$ cat src/rtl/m_wbuart_pkg.sv
// Shared register offsets, status/control bit positions and FSM encodings
// for the Wishbone UART.
package m_wbuart_pkg;

  localparam logic [1:0] ADR_DATA   = 2'd0;
  localparam logic [1:0] ADR_STATUS = 2'd1;
  localparam logic [1:0] ADR_DIV    = 2'd2;
  localparam logic [1:0] ADR_CTRL   = 2'd3;

  localparam int ST_RXNE   = 0;
  localparam int ST_TXFULL = 1;
  localparam int ST_TXIDLE = 2;
  localparam int ST_RXOVR  = 3;
  localparam int ST_FERR   = 4;
  localparam int ST_TXOVF  = 5;

  localparam int CT_LOOP = 0;
  localparam int CT_RXIE = 1;
  localparam int CT_TXIE = 2;

  // Shared by the TX and RX state machines
  localparam logic [1:0] S_IDLE  = 2'd0;
  localparam logic [1:0] S_START = 2'd1;
  localparam logic [1:0] S_DATA  = 2'd2;
  localparam logic [1:0] S_STOP  = 2'd3;

endpackage

$ cat src/rtl/m_wbuart_fifo.sv
// Small register-based FIFO with combinational head output; a push on a full
// FIFO is accepted only when a pop happens in the same cycle.
module m_wbuart_fifo #(
  parameter int WIDTH     = 8,
  parameter int DEPTHLOG2 = 4
) (
  input  logic             clk,
  input  logic             rst_n,
  input  logic             push,
  input  logic             pop,
  input  logic [WIDTH-1:0] din,
  output logic [WIDTH-1:0] dout,
  output logic             empty,
  output logic             full
);

  localparam int DEPTH = 1 << DEPTHLOG2;

  logic [WIDTH-1:0]     mem [DEPTH];
  logic [DEPTHLOG2-1:0] wr_ptr;
  logic [DEPTHLOG2-1:0] rd_ptr;
  logic [DEPTHLOG2:0]   count;
  logic                 do_push;
  logic                 do_pop;

  assign empty   = (count == '0);
  assign full    = (count == (DEPTHLOG2+1)'(DEPTH));
  assign do_pop  = pop & ~empty;
  assign do_push = push & (~full | do_pop);
  assign dout    = mem[rd_ptr];

  always_ff @(posedge clk) begin
    if (do_push) mem[wr_ptr] <= din;
  end

  always_ff @(posedge clk or negedge rst_n) begin
    if (!rst_n) begin
      wr_ptr <= '0;
      rd_ptr <= '0;
      count  <= '0;
    end else begin
      if (do_push) wr_ptr <= wr_ptr + 1'b1;
      if (do_pop)  rd_ptr <= rd_ptr + 1'b1;
      case ({do_push, do_pop})
        2'b10:   count <= count + 1'b1;
        2'b01:   count <= count - 1'b1;
        default: ;
      endcase
    end
  end

endmodule

$ cat src/rtl/m_wbuart.sv
// Wishbone-classic UART: programmable divisor, RX/TX FIFOs, sticky error
// flags, internal loopback and a single registered level interrupt.
module m_wbuart
  import m_wbuart_pkg::*;
#(
  parameter int DATABITS    = 8,
  parameter int RXDEPTHLOG2 = 4,
  parameter int TXDEPTHLOG2 = 2,
  parameter int DIVWIDTH    = 16,
  parameter int DEFDIV      = 103
) (
  input  logic        CLK_I,
  input  logic        RSTn_I,
  input  logic        CYC_I,
  input  logic        STB_I,
  input  logic        WE_I,
  input  logic [1:0]  ADR_I,
  input  logic [31:0] DAT_I,
  output logic [31:0] DAT_O,
  output logic        ACK_O,
  input  logic        usartRX,
  output logic        usartTX,
  output logic        irq
);

  localparam int BW = $clog2(DATABITS + 1);
  localparam logic [BW-1:0] LAST_BIT = BW'(DATABITS - 1);

  logic                wr, rd;
  logic [DIVWIDTH-1:0] divisor;
  logic [DIVWIDTH-1:0] half_div;
  logic [2:0]          ctrl;
  logic                rx_ovr, ferr, tx_ovf;
  logic [31:0]         status;
  logic                unused_dat;

  logic                tx_push, tx_pop, tx_empty, tx_full, tx_idle, tx_line;
  logic [DATABITS-1:0] tx_dout, tx_shift;
  logic [1:0]          tx_state;
  logic [DIVWIDTH-1:0] tx_cnt;
  logic [BW-1:0]       tx_bit;

  logic                rx_in, sync_1, sync_2, rx_push, rx_pop, rx_empty, rx_full;
  logic                rx_stop_end;
  logic [DATABITS-1:0] rx_dout, rx_shift;
  logic [1:0]          rx_state;
  logic [DIVWIDTH-1:0] rx_cnt;
  logic [BW-1:0]       rx_bit;

  assign ACK_O      = CYC_I & STB_I;
  assign wr         = ACK_O & WE_I;
  assign rd         = ACK_O & ~WE_I;
  assign unused_dat = ^DAT_I;
  assign half_div   = DIVWIDTH'(({1'b0, divisor} + (DIVWIDTH+1)'(1)) >> 1);

  assign tx_push = wr & (ADR_I == ADR_DATA);
  assign tx_pop  = ~tx_empty & ((tx_state == S_IDLE) | ((tx_state == S_STOP) & (tx_cnt == '0)));
  assign tx_idle = tx_empty & (tx_state == S_IDLE);
  assign usartTX = ctrl[CT_LOOP] | tx_line;

  assign rx_in       = ctrl[CT_LOOP] ? tx_line : usartRX;
  assign rx_stop_end = (rx_state == S_STOP) & (rx_cnt == '0);
  assign rx_push     = rx_stop_end & sync_2;
  assign rx_pop      = rd & (ADR_I == ADR_DATA) & ~rx_empty;

  m_wbuart_fifo #(.WIDTH(DATABITS), .DEPTHLOG2(TXDEPTHLOG2)) u_tx_fifo (
    .clk(CLK_I), .rst_n(RSTn_I), .push(tx_push), .pop(tx_pop),
    .din(DAT_I[DATABITS-1:0]), .dout(tx_dout), .empty(tx_empty), .full(tx_full)
  );

  m_wbuart_fifo #(.WIDTH(DATABITS), .DEPTHLOG2(RXDEPTHLOG2)) u_rx_fifo (
    .clk(CLK_I), .rst_n(RSTn_I), .push(rx_push), .pop(rx_pop),
    .din(rx_shift), .dout(rx_dout), .empty(rx_empty), .full(rx_full)
  );

  // STOP with a waiting word goes straight to START, so frames run back to back
  always_ff @(posedge CLK_I or negedge RSTn_I) begin
    if (!RSTn_I) begin
      tx_state <= S_IDLE;
      tx_cnt   <= '0;
      tx_shift <= '0;
      tx_bit   <= '0;
      tx_line  <= 1'b1;
    end else begin
      case (tx_state)
        S_IDLE, S_STOP: begin
          if (tx_state == S_STOP && tx_cnt != '0) begin
            tx_cnt <= tx_cnt - 1'b1;
          end else if (tx_pop) begin
            tx_shift <= tx_dout;
            tx_line  <= 1'b0;
            tx_cnt   <= divisor;
            tx_state <= S_START;
          end else begin
            tx_state <= S_IDLE;
          end
        end
        S_START: begin
          if (tx_cnt == '0) begin
            tx_line  <= tx_shift[0];
            tx_shift <= {1'b0, tx_shift[DATABITS-1:1]};
            tx_bit   <= '0;
            tx_cnt   <= divisor;
            tx_state <= S_DATA;
          end else begin
            tx_cnt <= tx_cnt - 1'b1;
          end
        end
        default: begin
          if (tx_cnt == '0) begin
            tx_cnt <= divisor;
            if (tx_bit == LAST_BIT) begin
              tx_line  <= 1'b1;
              tx_state <= S_STOP;
            end else begin
              tx_line  <= tx_shift[0];
              tx_shift <= {1'b0, tx_shift[DATABITS-1:1]};
              tx_bit   <= tx_bit + 1'b1;
            end
          end else begin
            tx_cnt <= tx_cnt - 1'b1;
          end
        end
      endcase
    end
  end

  // Start is detected on sync_1 so the half-bit count lands mid-bit on sync_2
  always_ff @(posedge CLK_I or negedge RSTn_I) begin
    if (!RSTn_I) begin
      sync_1   <= 1'b1;
      sync_2   <= 1'b1;
      rx_state <= S_IDLE;
      rx_cnt   <= '0;
      rx_shift <= '0;
      rx_bit   <= '0;
    end else begin
      sync_1 <= rx_in;
      sync_2 <= sync_1;
      case (rx_state)
        S_IDLE: begin
          if (sync_2 && !sync_1) begin
            rx_cnt   <= half_div;
            rx_state <= S_START;
          end
        end
        S_START: begin
          if (rx_cnt != '0) begin
            rx_cnt <= rx_cnt - 1'b1;
          end else if (sync_2) begin
            rx_state <= S_IDLE;
          end else begin
            rx_cnt   <= divisor;
            rx_bit   <= '0;
            rx_state <= S_DATA;
          end
        end
        S_DATA: begin
          if (rx_cnt == '0) begin
            rx_shift <= {sync_2, rx_shift[DATABITS-1:1]};
            rx_cnt   <= divisor;
            rx_bit   <= rx_bit + 1'b1;
            if (rx_bit == LAST_BIT) rx_state <= S_STOP;
          end else begin
            rx_cnt <= rx_cnt - 1'b1;
          end
        end
        default: begin
          if (rx_cnt == '0) rx_state <= S_IDLE;
          else              rx_cnt   <= rx_cnt - 1'b1;
        end
      endcase
    end
  end

  // Sticky flags: a set in the same cycle as a clear wins
  always_ff @(posedge CLK_I or negedge RSTn_I) begin
    if (!RSTn_I) begin
      divisor <= DIVWIDTH'(DEFDIV);
      ctrl    <= '0;
      rx_ovr  <= 1'b0;
      ferr    <= 1'b0;
      tx_ovf  <= 1'b0;
      irq     <= 1'b0;
    end else begin
      if (wr && ADR_I == ADR_DIV)  divisor <= DIVWIDTH'(DAT_I);
      if (wr && ADR_I == ADR_CTRL) ctrl    <= DAT_I[2:0];
      rx_ovr <= (rx_push & rx_full & ~rx_pop) |
                (rx_ovr & ~(wr & (ADR_I == ADR_STATUS) & DAT_I[ST_RXOVR]));
      ferr   <= (rx_stop_end & ~sync_2) |
                (ferr & ~(wr & (ADR_I == ADR_STATUS) & DAT_I[ST_FERR]));
      tx_ovf <= (tx_push & tx_full & ~tx_pop) |
                (tx_ovf & ~(wr & (ADR_I == ADR_STATUS) & DAT_I[ST_TXOVF]));
      irq    <= (ctrl[CT_RXIE] & ~rx_empty) | (ctrl[CT_TXIE] & tx_idle);
    end
  end

  always_comb begin
    status            = '0;
    status[ST_RXNE]   = ~rx_empty;
    status[ST_TXFULL] = tx_full;
    status[ST_TXIDLE] = tx_idle;
    status[ST_RXOVR]  = rx_ovr;
    status[ST_FERR]   = ferr;
    status[ST_TXOVF]  = tx_ovf;
  end

  always_comb begin
    DAT_O = '0;
    case (ADR_I)
      ADR_DATA:   if (!rx_empty) DAT_O = 32'(rx_dout);
      ADR_STATUS: DAT_O = status;
      ADR_DIV:    DAT_O = 32'(divisor);
      default:    DAT_O = 32'(ctrl);
    endcase
  end

endmodule

$ cat config.mk
export PLATFORM = sky130hd
export DESIGN_NAME = m_wbuart
export DESIGN_NICKNAME = d
export VERILOG_FILES = /design/src/rtl/m_wbuart_pkg.sv /design/src/rtl/m_wbuart_fifo.sv /design/src/rtl/m_wbuart.sv
export SDC_FILE = /design/constraint.sdc
export NUM_CORES = 1
export LEC_CHECK = 0
export BUFFER_PORTS_ARGS = -buffer_cell sky130_fd_sc_hd__buf_2
export CORE_MARGIN = 4
export CORE_UTILIZATION = 31
export CTS_CLUSTER_DIAMETER = 100
export DETAILED_ROUTE_END_ITERATION = 16
export PLACE_DENSITY_LB_ADDON = 0.08
export SLEW_MARGIN = 10
export SYNTH_ARGS = -nofsm -noshare
export SYNTH_HDL_FRONTEND = slang
export SYNTH_SLANG_ARGS = --single-unit
$ cat constraint.sdc
create_clock -name CLK_I -period 4.6 [get_ports CLK_I]
set_input_delay 0.46 -clock CLK_I [delete_from_list [all_inputs] [get_ports CLK_I]]
set_output_delay 0.46 -clock CLK_I [all_outputs]
set_load 0.1 [all_outputs]
==> metrics.yaml <==
crit_path_max_fanout: 10
power_leakage_uw: 0.00537
num_io_pins: 75
slowest_delay_ns: 0.57
p_per_area_nw_per_um2: 598
netlist_instances: 969
path_buf_inv: 2
syn_area_per_cell_um2: 13.1
final_hold_viol_count: 0
drive_above_1_share: 0.220
rsz0062_at_grt: "no"
seqPwrFrac: 0.382
skew_ns: 0.0250
ir_drop_v: 0.000321
htreeDepth: 1
grt_pass1_vias: 7998
ys_async_sr_fraction: 0.398
crit_path_end_kind: "output pin"
synth_ff_type: "edfxtp_1"
rrSetupSlack_ns: 1.39
n_antenna_cell: 0
dieArea_um2: 44200
synth_seq_cells: 266
postCtsSetupBuffers: 0
ys_seq_area_frac: 0.589
seq_area_um2: 7470
first_iter_violations: 454
cts_resized: 0
synth_edf_count: 160
antenna_found_initial: 0
critPathKind: "flip-flop to output pin"
report.final.slew_viol_count: 0
cp-start-kind: "flip-flop"
cts_max_path_buffers: 3
worstMarginPinSlew_ns: 1.09
area_delta_synth_final_pct: 15.1
max_freq_mhz: 261
worstHoldPathType: "input pin to flip-flop"
coreArea_um2: 40100
cts_inserted_buffers: 30
cts_tree: "yes"
clkPwrFrac: 0.304
clock-sinks: 266
p_switching_uw: 3140
ant_nets: 0
p_comb_frac: 0.315
grt_pass1_wl_um: 50000
maxCapViolCount: 0
critPathRequiredTime_ns: 4.14
grt_util_all_layers: 0.145
ys_types: 79
crit_chain: "buf_4, mux4_2, nor2b_1, a211oi_1, a211oi_1, a221o_1, buf_2"
cts_root_buf: "clkbuf_16"
grt_max_degree: 54
dieWidth_um: 210
setup_viol: 0
slew_headroom: 0.273
clock_latency_ns: 0.59
final_cell_mix: "160 x edfxtp_1, 97 x dfrtp_1, 65 x nand2_1"
routabilityCongestion: 0.764
cp_common_cell: "a211oi_1"
hpwl_um: 21600
placed_cell_area_um2: 13500
multiInputGateArea_um2: 4840
status: "finished, final reports clean"
wl_um: 31900
die_height_um: 210
synth_area_um2: 12700
fill_cells: 3897
core.rowCount: 73
critical_path.slowest_cell: "dfrtp_2"
vias: 7780
clkTransAtPathRegs_ns: 0.06
design_area_um2: 14600
drcViolationCount: 0
grt_overflow: 0
yosysWarnings: 0
layout_min_cycle_time_ns: 3.83
start_util: 0.316
wl_per_cell_um: 20.4
viasPerCell: 4.99
cell_internal_pwr_uw: 5580
post-route-period-util: 0.832
path_delay_family: "compound AO/OA/AOI/OAI gates"
nets: 1077
crit_arrival_ns: 3.37
tns_ns: 0
port_buffers: 42
ctsHoldBuffers: 1
final_common_cell: "edfxtp_1"
drtPass1Iterations: 5
sw_frac_of_total: 0.360
-- final timing paths --
kind                                     startpoint                   end  depth (start not counted)
worst max-delay path            u_rx_fifo.rd_ptr[0]              DAT_O[2]                          7
worst min-delay path                       DAT_I[9]            divisor[9]                          3
worst max register to register            rx_cnt[2]  u_rx_fifo.mem[11][6]                          5
worst min register to register               sync_1                sync_2                          0
max in group asynchronous                    RSTn_I                sync_2                          3
min in group asynchronous                    RSTn_I           tx_shift[4]                          2
-- layer usage --
metal  wire (µm)  GRT usage  share of wire
met3        1030     0.0232          0.032
met5           0          0              0
met1       15500      0.211           0.49
met2       14700      0.230           0.46
met4         691     0.0324          0.022
-- state kept, by name, summed over array words and instances (netlist names), 5 cells and up --
signal / cells
rx_shift: 8
tx_cnt: 16
tx_shift: 8
u_tx_fifo.mem: 32
u_rx_fifo.count: 5
u_rx_fifo.mem: 128
rx_cnt: 16
divisor: 16
-- power by group through the flow --
stage	registers, µW	logic [µW]	clock network (µW)
after floorplan	3130	2310	0
after CTS	3340	2800	2730
after global placement	3380	2780	0
final	3330	2750	2650
after global routing	3400	3080	2830
after detailed placement	3380	2800	0
-- logic make-up after synthesis --
logic type | after synthesis | synth area share
and+or+nand+nor | 259 | 0.111
other | 1 | 0.000296
adders and majority gates | 26 | 0.0268
buffers and inverters | 105 | 0.0374
DFF | 266 | 0.589
AOI/OAI and AO/OA | 194 | 0.0988
xor gates and xnor gates | 31 | 0.0214
muxes | 87 | 0.116
-- worst register-to-register path, cell delays in order, from the launching register on --
cell	delay, ns
dfrtp_1	0.41
nor2_1	0.27
nand3_1	0.46
or4_1	0.88
nor3b_2	0.32
and2_1	0.52
-- synthesized netlist by cell type (5+ instances only) --
| library cell | count | area share |
|---|---|---|
| a211oi_1 | 7 | 0.0041 |
| or4_1 | 6 | 0.0036 |
| nand4_1 | 10 | 0.0049 |
| a22o_1 | 12 | 0.0083 |
| or2_2 | 6 | 0.0030 |
| nor4_1 | 10 | 0.0049 |
| nand2_1 | 65 | 0.019 |
| clkbuf_1 | 34 | 0.010 |
| edfxtp_1 | 160 | 0.38 |
| xnor2_1 | 19 | 0.013 |
| o31ai_1 | 8 | 0.0047 |
| a22oi_1 | 6 | 0.0036 |
| ha_1 | 24 | 0.024 |
| nand3_1 | 23 | 0.0091 |
| or3_1 | 5 | 0.0025 |
| and2_1 | 21 | 0.010 |
| nor2b_1 | 8 | 0.0039 |
| dfrtp_1 | 98 | 0.19 |
| mux2i_1 | 11 | 0.0087 |
| dfstp_2 | 8 | 0.017 |
| nor3_1 | 13 | 0.0051 |
| inv_1 | 36 | 0.011 |
| mux2_2 | 31 | 0.028 |
| a21oi_1 | 46 | 0.018 |
| a31oi_1 | 13 | 0.0064 |
| o21ai_0 | 51 | 0.020 |
| nor2_1 | 55 | 0.016 |
| buf_2 | 16 | 0.0063 |
| xor2_1 | 12 | 0.0083 |
| nand2b_1 | 6 | 0.0030 |
| mux4_2 | 45 | 0.080 |
| buf_4 | 16 | 0.0095 |
| o22ai_1 | 8 | 0.0039 |
-- per-stage QoR --
step / hold WS (ns) / total power [µW] / setup slack (ns) / cells / util
6_report: 0.0918 / 8730 / 0.774 / 1560 / 0.364
3_5_place_dp: 0.387 / 6170 / 1.25 / 1503 / 0.336
3_3_place_gp: 0.389 / 6160 / 1.24 / 1503 / 0.336
4_1_cts: 0.0654 / 8870 / 0.622 / 1560 / 0.364
5_1_grt: 0.0772 / 9310 / 0.594 / 1560 / 0.364
2_1_floorplan: 0.164 / 5440 / 0.551 / 984 / -
-- cell type report --
cell class              count  area share
clock buffers              41      0.0584
clock inverters            15      0.0176
inverters                  37     0.00951
multi-input cells         613       0.332
flip-flops and latches    266       0.512
well taps                 525      0.0450
repair buffers             63      0.0264
Note: power is estimated with default switching activity, not from simulation.
